`config.mk`:
```
export PLATFORM = sky130hd
export DESIGN_NAME = present_encipher
export DESIGN_NICKNAME = d
export VERILOG_FILES = /design/src/rtl/present_encipher.sv
export SDC_FILE = /design/constraint.sdc
export NUM_CORES = 1
export LEC_CHECK = 0
export ABC_AREA = 1
export CAP_MARGIN = 20
export CORE_MARGIN = 8
export CORE_UTILIZATION = 40
export CTS_CLUSTER_DIAMETER = 30
export DETAILED_ROUTE_END_ITERATION = 7
export PLACE_DENSITY = 0.67
export SLEW_MARGIN = 15
export SYNTH_ARGS = -nofsm -noshare
export SYNTH_HDL_FRONTEND = slang
export SYNTH_SLANG_ARGS = --single-unit
```
`constraint.sdc`:
```
create_clock -name clk -period 2.6 [get_ports clk]
set_clock_uncertainty 0.2 [all_clocks]
set_input_delay 0.39 -clock clk [delete_from_list [all_inputs] [get_ports clk]]
set_output_delay 0.39 -clock clk [all_outputs]
set_load 0.1 [all_outputs]
```
`src/rtl/present_encipher.sv`:
```
// present_encipher: iterative 16-bit PRESENT-style encryption core with a 32-bit key,
// one round per clock, start/done handshake.
`default_nettype none

module present_encipher #(
    parameter int ROUNDS = 7
) (
    input  logic        clk,
    input  logic        rst,
    input  logic        start,
    input  logic [15:0] ptext,
    input  logic [31:0] key,
    output logic        busy,
    output logic        done,
    output logic [15:0] ctext
);

    localparam logic [3:0] LAST_RC = 4'(ROUNDS);

    typedef enum logic [0:0] {
        IDLE = 1'b0,
        RUN  = 1'b1
    } fsm_t;

    fsm_t        fsm;
    fsm_t        fsm_next;
    logic [15:0] state;
    logic [31:0] k_reg;
    logic [3:0]  rc;

    logic        load;
    logic        step;
    logic        finish;
    logic [15:0] round_state;
    logic [31:0] round_key;
    logic [15:0] whitened;

    // These three functions are shared bit-for-bit with present_decipher.
    function automatic logic [3:0] sbox(input logic [3:0] x);
        logic [3:0] y;
        case (x)
            4'h0:    y = 4'hC;
            4'h1:    y = 4'h5;
            4'h2:    y = 4'h6;
            4'h3:    y = 4'hB;
            4'h4:    y = 4'h9;
            4'h5:    y = 4'h0;
            4'h6:    y = 4'hA;
            4'h7:    y = 4'hD;
            4'h8:    y = 4'h3;
            4'h9:    y = 4'hE;
            4'hA:    y = 4'hF;
            4'hB:    y = 4'h8;
            4'hC:    y = 4'h4;
            4'hD:    y = 4'h7;
            4'hE:    y = 4'h1;
            default: y = 4'h2;
        endcase
        return y;
    endfunction

    function automatic logic [15:0] sub_layer(input logic [15:0] x);
        logic [15:0] y;
        y = '0;
        for (int n = 0; n < 4; n++) begin
            y[n*4 +: 4] = sbox(x[n*4 +: 4]);
        end
        return y;
    endfunction

    // Bit i lands on bit 4*i mod 15; bit 15 is a fixed point.
    function automatic logic [15:0] p_layer(input logic [15:0] x);
        logic [15:0] y;
        y     = '0;
        y[15] = x[15];
        for (int i = 0; i < 15; i++) begin
            y[(4 * i) % 15] = x[i];
        end
        return y;
    endfunction

    function automatic logic [31:0] key_update(input logic [31:0] k, input logic [3:0] r);
        logic [31:0] kr;
        kr        = {k[24:0], k[31:25]};
        kr[31:28] = sbox(kr[31:28]);
        kr[10:7]  = kr[10:7] ^ r;
        return kr;
    endfunction

    assign round_state = p_layer(sub_layer(state ^ k_reg[31:16]));
    assign round_key   = key_update(k_reg, rc);
    assign whitened    = round_state ^ round_key[31:16];

    always_comb begin
        fsm_next = fsm;
        load     = 1'b0;
        step     = 1'b0;
        finish   = 1'b0;
        case (fsm)
            IDLE: begin
                if (start) begin
                    load     = 1'b1;
                    fsm_next = RUN;
                end
            end
            RUN: begin
                step = 1'b1;
                if (rc == LAST_RC) begin
                    finish   = 1'b1;
                    fsm_next = IDLE;
                end
            end
            default: fsm_next = IDLE;
        endcase
    end

    always_ff @(posedge clk or posedge rst) begin
        if (rst) begin
            fsm   <= IDLE;
            state <= '0;
            k_reg <= '0;
            rc    <= '0;
            busy  <= 1'b0;
            done  <= 1'b0;
            ctext <= '0;
        end else begin
            fsm  <= fsm_next;
            busy <= (fsm_next == RUN);
            done <= finish;
            if (load) begin
                state <= ptext;
                k_reg <= key;
                rc    <= 4'd1;
            end else if (step) begin
                state <= round_state;
                k_reg <= round_key;
                rc    <= rc + 4'd1;
            end
            if (finish) begin
                ctext <= whitened;
            end
        end
    end

endmodule

`default_nettype wire

```
==> impl_summary.log <==
[metrics] outcome: finished clean
[metrics] Port Buf Inserts: 68
[metrics] wire length after detailed routing: 13.82 mm
[metrics] remaining global-route overflow: 0
[metrics] number of hold buffers added after cts: 0
[metrics] number of setup buffers added after CTS: 0
[metrics] reg-to-reg setup timing slack: 470 ps
[metrics] ys flop type: sky130_fd_sc_hd__dfrtp_1
[metrics] Hold Violations, Final: 0
[metrics] total routed wire length on the met1 layer: 6.094 mm
[metrics] total number of clock tree sinks: 70
[metrics] Setup crit start kind: register
[metrics] initial standard-cell utilization of the core: 41.26%
[metrics] antenna violations before repair: 0
[metrics] transition at the pin with the smallest max-transition slack: 575.1 ps
[metrics] nets@finish: 758
[metrics] largest fanout on the critical path: 11
[metrics] required time reported for the critical path endpoint: 2640 ps
[metrics] TritonCTS Buffers: 9
[metrics] Layout Utilization: 51.38%
[metrics] f_max: 470.6 MHz
[metrics] gpl congestion: 0.8807
[metrics] floorplan die area: 14,930 µm²
[metrics] H-tree Lvls: 3
[metrics] detailed placer's ending HPWL: 10.34 mm
[metrics] final setup fails: 0
[metrics] class of the tightest hold or removal check: input port to async pin
[metrics] number of synthesized register bits: 70
[metrics] number of enable flip-flop cells after synthesis: 0
[metrics] number of top-level pins: 69
[metrics] final critical-path share of the clock period: 81.74%
[metrics] number of core rows: 38
[metrics] Bufs on Longest Clock Path: 2
[metrics] synthesized area per cell: 7.360 µm²
[metrics] global-route usage over all layers: 19.62%
[metrics] syn nets: 690
[metrics] Syn-to-layout area delta: 24.54%
[metrics] max FFs per register: 32
[metrics] number of instances resized during post-cts repair: 0
[metrics] start of the worst register-to-register path: k_reg[24]
[metrics] DRC viols: 0
[metrics] via count of the first global-routing pass: 4,468
[metrics] gate count of the mapped netlist: 613
[metrics] clock slew at reported path FFs: 70 ps
[metrics] most frequent CP cell: sky130_fd_sc_hd__nand2_1
[metrics] critical-path cell list: inv_1, nand2_1, nand2_1, ha_1, inv_1, nand2_1, nand3_1, nand2_1, nand2_1, nand3_1, nand2_1
[metrics] clock latency on the worst-skew pair: 350 ps
[metrics] CTS tree: built
[metrics] category of the critical setup timing path: register to register
[metrics] highest metal layer with signal wires: met4
[metrics] Worst Setup End Kind: register
[metrics] unique cell type count in the Yosys netlist: 29
[metrics] layout cells sized above 1: 7.872%
[metrics] root buffer cell: sky130_fd_sc_hd__clkbuf_16
[metrics] minimum period implied by the final worst setup slack: 2125 ps
[metrics] Filler Cell Count: 1,092
[metrics] crit-path max cell delay: 520 ps
[metrics] routed length per placed instance: 16.73 µm
[metrics] maximum number of pins on one net before global-route repair: 56
[metrics] fraction of registers with async set/reset: 100.0%
[metrics] tightest slew margin relative to the limit: 61.38%
[metrics] capture point of the worst reg-to-reg path: ctext[10]
[metrics] met2 wire length: 6.480 mm
[metrics] antenna violation net count after detailed routing: 0
[metrics] RSZ-0062 raised after global routing: no
[metrics] x dimension of the die: 122.2 µm
[metrics] final-layout setup total negative slack: 0 ps
[metrics] area taken by multi-input logic gates: 2415 µm²
[metrics] footprint of the flip-flops and latches: 1752 µm²
[metrics] max-slew violation count: 0
[metrics] area of the core: 10,940 µm²
[metrics] antenna diode instance count: 0
[metrics] Crit-path slowest cell: sky130_fd_sc_hd__dfrtp_1
[metrics] worst path arrival time: 2160 ps
[metrics] initial DRC count: 263
[metrics] average via count per standard cell: 5.246
[metrics] Warnings, synthesis: 0
[metrics] post-synth design cell area: 4512 µm²
[metrics] number of vias after detailed routing: 4,333
[metrics] wire length of the first global-routing pass: 22.87 mm
[metrics] die height: 122.2 µm
[metrics] Max Cap Violations: 0
[metrics] met3 routed WL: 926 µm
[metrics] number of iterations in the first detailed-routing pass: 5
[metrics] R2R depth: 11
[metrics] part of the Yosys area used for sequential elements: 38.82%
## synth_stat cells, types with 2 or more instances
cell type | instances | area (µm²)
sky130_fd_sc_hd__nand2_1 | 255 | 957.2
sky130_fd_sc_hd__nand3_1 | 91 | 455.4
sky130_fd_sc_hd__dfrtp_1 | 70 | 1752
sky130_fd_sc_hd__inv_1 | 59 | 221.5
sky130_fd_sc_hd__ha_1 | 26 | 325.3
sky130_fd_sc_hd__o221ai_1 | 24 | 210.2
sky130_fd_sc_hd__o21ai_0 | 16 | 80.08
sky130_fd_sc_hd__o211ai_1 | 13 | 97.59
sky130_fd_sc_hd__nor2_1 | 8 | 30.03
sky130_fd_sc_hd__buf_2 | 7 | 35.03
sky130_fd_sc_hd__xnor2_1 | 7 | 61.31
sky130_fd_sc_hd__clkbuf_1 | 6 | 22.52
sky130_fd_sc_hd__o21bai_1 | 6 | 45.04
sky130_fd_sc_hd__buf_4 | 3 | 22.52
sky130_fd_sc_hd__inv_2 | 3 | 11.26
sky130_fd_sc_hd__xor2_2 | 3 | 48.80
sky130_fd_sc_hd__a21oi_1 | 2 | 10.01
sky130_fd_sc_hd__a22oi_1 | 2 | 15.01
sky130_fd_sc_hd__buf_6 | 2 | 22.52
## cells in the final DEF, fill, tap and decap left out, drive strengths merged
| cell | instances |
|---|---|
| buf | 26 |
| a21oi | 2 |
| o21bai | 6 |
| xor2 | 4 |
| nor2 | 9 |
| clkbuf | 9 |
| nor3 | 1 |
| dfrtp | 70 |
| o211ai | 13 |
| o21ai | 17 |
| clkdlybuf4s50 | 50 |
| a22oi | 2 |
| o221ai | 24 |
| nand4 | 1 |
| clkinv | 1 |
| ha | 26 |
| or2 | 1 |
| xnor2 | 8 |
| a22o | 1 |
| bufinv | 1 |
| clkinvlp | 2 |
| nand3 | 91 |
| inv | 66 |
| nand2 | 255 |
## how the worst max path moves through the flow
stage | startpoint | endpoint | slack, ps | cells after the start
final | k_reg[24] | ctext[10] | 470 | 11
after global routing | k_reg[24] | ctext[10] | 230 | 11
after CTS | k_reg[24] | ctext[10] | 480 | 11
after detailed placement | start | state[9] | 470 | 7
after global placement | start | state[9] | 410 | 7
after floorplan | rst | ctext[0] | 240 | 1
## worst max-delay path, delay by kind of cell (launching register included)
kind,cells,cell delay [ps]
DFF,1,520
buffers and inverters,2,230
adders and majority gates,1,340
and+or+nand+nor,8,720
## per-stage QoR
stage               cells  setup WS [ps]  hold WS (ps)  instance area (µm²)
floorplan             613          241.8         265.5                 4512
global placement      810          409.5         266.5                 5314
detailed placement    810          467.3         267.2                 5314
CTS                   826          483.1         164.0                 5619
global route          826          225.2         182.3                 5619
finish                826          474.9         151.3                 5619
## final cells by class
cell class,instances,share of cell area [%]
Sequential cell,70,31.17
Clock inverter,7,1.425
Clock buffer,9,4.008
Tap cell,140,3.117
Multi-Input combinational cell,461,42.97
Timing Repair Buffer,76,13.05
Inverter,63,4.253
## routing by layer
layer | global-route usage (%) | vias up
met3 | 3.471 | 19
met1 | 24.81 | 2030
li1 | - | 2148
met5 | 0 | -
met2 | 32.29 | 136
met4 | 8.454 | 0
## cell families (layout without fill, tap and decap cells)
kind of cell               after synthesis  in the layout  synth area share, %
AOI/OAI and AO/OA                       65             65                10.45
xor gates and xnor gates                12             12                2.995
adders and majority gates               26             26                7.210
buffers and inverters                   82            155                7.654
DFF                                     70             70                38.82
and+or+nand+nor                        358            358                32.86
Power is left out: the tool's default activity adds up to more than one toggle a clock period on the data nets, which glitch-free logic cannot reach.
==> RTL change 1 (same flow settings) <==
Register the output `ctext` once more, with the module's reset; this adds one clock of latency there. The other outputs are not delayed to match.
--- a/src/rtl/present_encipher.sv
+++ b/src/rtl/present_encipher.sv
@@ -21,6 +21,8 @@
         IDLE = 1'b0,
         RUN  = 1'b1
     } fsm_t;
+
+    logic [15:0] ctext_s0;
 
     fsm_t        fsm;
     fsm_t        fsm_next;
@@ -122,7 +124,7 @@
             rc    <= '0;
             busy  <= 1'b0;
             done  <= 1'b0;
-            ctext <= '0;
+            ctext_s0 <= '0;
         end else begin
             fsm  <= fsm_next;
             busy <= (fsm_next == RUN);
@@ -137,8 +139,16 @@
                 rc    <= rc + 4'd1;
             end
             if (finish) begin
-                ctext <= whitened;
+                ctext_s0 <= whitened;
             end
+        end
+    end
+
+    always_ff @(posedge clk or posedge rst) begin
+        if (rst) begin
+            ctext <= '0;
+        end else begin
+            ctext <= ctext_s0;
         end
     end
 
Check against the original RTL: not equivalent (Yosys sat finds a counterexample within 10 cycles, from zero or initial values and one cycle with rst high).
==> RTL change 1 against the unedited design <==
Global-route usage shrank 2.4 points. Setup slack got worse by 49 ps. Wire length decreased by 6.3%. Synthesized area grew 6.8%. Fmax is 2.3% lower. Critical path depth fell by 9. Cell area grew 5.1%. Sequential cell count rose by 16.
Power is left out: the tool's default activity adds up to more than one toggle a clock period on the data nets, which glitch-free logic cannot reach.
==> RTL change 1: results (changes against the unedited design) <==
{
  "number_of_standard_cells_after_synthesis": {"value": 617, "change": "+0.65%"},
  "met2_wirelength": {"value": 6130, "unit": "um", "change": "-5.4%"},
  "tritoncts.num_buffers": {"value": 9, "change": "unchanged"},
  "place_hpwl": {"value": 9860, "unit": "um", "change": "-4.7%"},
  "hold_crit_path_type": "reg -> reg",
  "met3RoutedLength": {"value": 651, "unit": "um", "change": "-30%"},
  "dpl-instance-area": {"value": 5620, "unit": "um^2", "change": "+5.7%"},
  "grt_use_total": {"value": 17.2, "unit": "%", "change": "-2.4 points"},
  "routed.top_layer": "met4",
  "leading_cell_types_by_total_area_after_synthesis": "sky130_fd_sc_hd__dfrtp_1 (45%), sky130_fd_sc_hd__nand2_1 (21%), sky130_fd_sc_hd__nand3_1 (7.2%), sky130_fd_sc_hd__ha_1 (6.8%), sky130_fd_sc_hd__inv_1 (4.3%)",
  "routed_via_density": {"value": 5.07, "change": "-3.3%"},
  "critical_path_fanouts_max": {"value": 13, "change": "+2"},
  "postSynthNetCount": {"value": 694, "change": "+0.58%"},
  "worst_slew_margin_rel": {"value": 53.3, "unit": "%", "change": "-8.1 points"},
  "proportion_of_layout_cells_with_a_drive_suffix_above_1": {"value": 7.12, "unit": "%", "change": "-0.75 points"},
  "detailedRoute.firstIterationViolations": {"value": 346, "change": "+32%"},
  "reg2reg_path_depth": {"value": 4, "change": "-7"},
  "numPortBuffers": {"value": 68, "change": "unchanged"},
  "routability_congestion_estimate_from_global_placement": {"value": 0.956, "change": "+8.5%"},
  "dp.cells": {"value": 819, "change": "+1.1%"},
  "final.fill_count": {"value": 1122, "change": "+2.7%"},
  "grt_max_degree": {"value": 40, "change": "-29%"},
  "cts_post_setup_buffers_inserted": {"value": 0, "change": "unchanged"},
  "global_route_wire_length_before_repair": {"value": 21800, "unit": "um", "change": "-4.6%"},
  "timing.critical_path.arrival": {"value": 1580, "unit": "ps", "change": "-580 ps"},
  "synth_cell_type_count": {"value": 25, "change": "-14%"},
  "netlist_top_cells_count": "sky130_fd_sc_hd__nand2_1 (271), sky130_fd_sc_hd__dfrtp_1 (86), sky130_fd_sc_hd__nand3_1 (69), sky130_fd_sc_hd__inv_1 (55), sky130_fd_sc_hd__ha_1 (26)",
  "clk-insertion-delay-late_ps": 340,
  "outcome": "completed",
  "first_pass_iters": {"value": 6, "change": "+1"},
  "layoutNonFillerInstCount": {"value": 835, "change": "+1.1%"},
  "wl_per_cell": {"value": 15.5, "unit": "um", "change": "-7.3%"},
  "design.final.nets": {"value": 760, "change": "+0.26%"},
  "met1_wl": {"value": 5810, "unit": "um", "change": "-4.7%"}
}
==> RTL change 1: cell count changes in the layout (fill, tap and decap cells not counted), sizes merged, moves of 4 or more <==
cell | before | now
o211ai | 13 | 17
nand3 | 91 | 69
nand2 | 255 | 273
dfrtp | 70 | 86
inv | 66 | 59
==> RTL change 1: path summary, 6_finish.rpt <==
| check | from | to | slack, ps |
|---|---|---|---|
| max | fsm | busy | 430 |
| min | ctext_s0[9] | ctext[9] | 170 |
| max reg2reg | fsm | state[6] | 460 |
| min reg2reg | ctext_s0[9] | ctext[9] | 170 |
| max in group asynchronous | rst | state[5] | 1360 |
| min in group asynchronous | rst | done | 270 |
==> RTL change 1: area by class of cell <==
cell class              instances  area [um^2]  share of cell area [%]
inverters                      61          238                    4.02
clock inverters                 6         62.6                    1.06
multi-input cells             452         2320                    39.3
clock buffers                  10          229                    3.88
well taps                     147          184                    3.11
flip-flops and latches         86         2150                    36.4
repair buffers                 73          723                    12.2
==> RTL change 1: critical path, cell delays in order (launching register included) <==
cell and delay [ps]:
sky130_fd_sc_hd__dfrtp_1 730, sky130_fd_sc_hd__buf_4 310, sky130_fd_sc_hd__buf_12 190
==> RTL change 1: layer usage <==
| metal | GRT usage (%) | vias to the layer above |
|---|---|---|
| li1 | - | 2130 |
| met1 | 22.3 | 1989 |
| met2 | 27.3 | 93 |
| met3 | 3.46 | 24 |
| met4 | 7.22 | 0 |
| met5 | 0 | - |
==> RTL change 1: logic make-up (layout without fill, tap and decap cells) <==
family          count (synthesis)  count (layout)  share of synthesized area, %
xor+xnor                       11              11                          2.00
buf+inv                        79             150                          7.17
simple gates                  351             351                          29.8
compound gates                 64              64                          9.58
flops                          86              86                          44.7
fa+ha+maj                      26              26                          6.75
==> RTL change 1: through the flow <==
| step | hold slack, ps | utilization, % | setup WS (ps) |
|---|---|---|---|
| CTS | 178 | 49.8 | 455 |
| floorplan | 154 | - | 506 |
| global route | 185 | 49.8 | 274 |
| finish | 175 | 49.8 | 426 |
| global placement | 161 | 47.4 | 346 |
| detailed placement | 163 | 47.4 | 309 |
==> RTL change 2 (same flow settings) <==
Without the edit above. `ROUNDS`: 7 -> 5.
--- a/src/rtl/present_encipher.sv
+++ b/src/rtl/present_encipher.sv
@@ -3,7 +3,7 @@
 `default_nettype none
 
 module present_encipher #(
-    parameter int ROUNDS = 7
+    parameter int ROUNDS = 5
 ) (
     input  logic        clk,
     input  logic        rst,
Function: changed (a bounded check fails within 10 cycles, from zero or initial values and one cycle with rst high).
==> RTL change 2 against the unedited design <==
Cell count is 1.1% higher. Sequential cell count is the same. Die area is essentially flat. Cell area is 0.29% lower. Highest routed layer unchanged. Setup slack got worse by 88 ps. Synthesized area about the same. Wire length is 3.4% lower.
Power is left out: the tool's default activity adds up to more than one toggle a clock period on the data nets, which glitch-free logic cannot reach.
==> RTL change 2: results (changes against the unedited design) <==
{
  "routability_congestion_estimate_from_global_placement": {"value": 0.907, "change": "+3.0%"},
  "dpl-instance-area": {"value": 5340, "unit": "um^2", "change": "+0.40%"},
  "netlist_top_cells_count": "sky130_fd_sc_hd__nand2_1 (264), sky130_fd_sc_hd__nand3_1 (88), sky130_fd_sc_hd__dfrtp_1 (70), sky130_fd_sc_hd__inv_1 (60), sky130_fd_sc_hd__ha_1 (27)",
  "wl_per_cell": {"value": 16.0, "unit": "um", "change": "-4.4%"},
  "design.final.nets": {"value": 768, "change": "+1.3%"},
  "global_route_wire_length_before_repair": {"value": 21700, "unit": "um", "change": "-5.0%"},
  "grt_use_total": {"value": 18.5, "unit": "%", "change": "-1.1 points"},
  "worst_ep_required_time": {"value": 2600, "unit": "ps", "change": "-40 ps"},
  "clk-insertion-delay-late": {"value": 330, "unit": "ps", "change": "-20 ps"},
  "grt_max_degree": {"value": 49, "change": "-13%"},
  "number_of_global_route_vias_before_repair": {"value": 4364, "change": "-2.3%"},
  "initial_utilization": {"value": 41.2, "unit": "%", "change": "about the same"},
  "synth_sequential_area_ratio": {"value": 38.8, "unit": "%", "change": "about the same"},
  "worst_slew_margin_rel": {"value": 60.1, "unit": "%", "change": "-1.3 points"},
  "routed_via_density": {"value": 5.32, "change": "+1.3%"},
  "first_pass_iters": {"value": 7, "change": "+2"},
  "synthXorXnorAreaFrac": {"value": 2.50, "unit": "%", "change": "-0.50 points"},
  "outcome": "completed",
  "peak_per_stage_delay_on_the_critical_path": {"value": 550, "unit": "ps", "change": "+30 ps"},
  "yosys.area_share.adder": {"value": 7.49, "unit": "%", "change": "+0.28 points"},
  "postSynthNetCount": {"value": 698, "change": "+1.2%"},
  "synth_compound_area_share": {"value": 10.3, "unit": "%", "change": "-0.11 points"},
  "leading_cell_types_by_total_area_after_synthesis": "sky130_fd_sc_hd__dfrtp_1 (39%), sky130_fd_sc_hd__nand2_1 (22%), sky130_fd_sc_hd__nand3_1 (9.8%), sky130_fd_sc_hd__ha_1 (7.5%), sky130_fd_sc_hd__inv_1 (5.0%)",
  "grt_antenna_before_repair": {"value": 0, "change": "unchanged"},
  "place_hpwl": {"value": 10000, "unit": "um", "change": "-3.0%"}
}
-- RTL change 2: changes by cell type after synthesis, sizes merged, moves of 2 or more --
cell | before | now
o21ai | 17 | 15
nand3 | 91 | 89
o211ai | 13 | 16
buf | 13 | 11
nand2 | 255 | 264
clkbuf | 6 | 8
-- RTL change 2: metrics by stage --
stage,instances,hold slack (ps),worst slack (ps)
finish,835,165,387
global route,835,205,223
CTS,835,170,431
detailed placement,819,267,441
global placement,819,267,509
floorplan,620,280,242
-- RTL change 2: layer usage --
| layer | up-vias | GRT usage [%] | share of wire [%] |
|---|---|---|---|
| met2 | 145 | 31.1 | 47 |
| met5 | - | 0 | 0 |
| met1 | 2116 | 23.2 | 44 |
| met4 | 0 | 6.25 | 2.1 |
| li1 | 2162 | - | - |
| met3 | 16 | 3.89 | 6.7 |
-- RTL change 2: cell type report --
class                   count  area, um^2
repair buffers             78         748
clock buffers              10         229
inverters                  63         239
well taps                 140         175
fillers                  1082        5330
flip-flops and latches     70        1750
multi-input cells         468        2420
clock inverters             6        38.8
-- RTL change 2: path summary, 6_finish.rpt --
| path | startpoint | endpoint | slack [ps] | cells past startpoint |
|---|---|---|---|---|
| max in group asynchronous | rst | state[10] | 1440 | 3 |
| worst max-delay path | k_reg[24] | state[14] | 390 | 9 |
| worst max register to register | k_reg[24] | state[14] | 390 | 9 |
| min in group clk | ctext[1] | ctext[1] | 280 | 2 |
| worst min-delay path | rst | ctext[5] | 170 | 2 |
| worst min register to register | ctext[1] | ctext[1] | 280 | 2 |
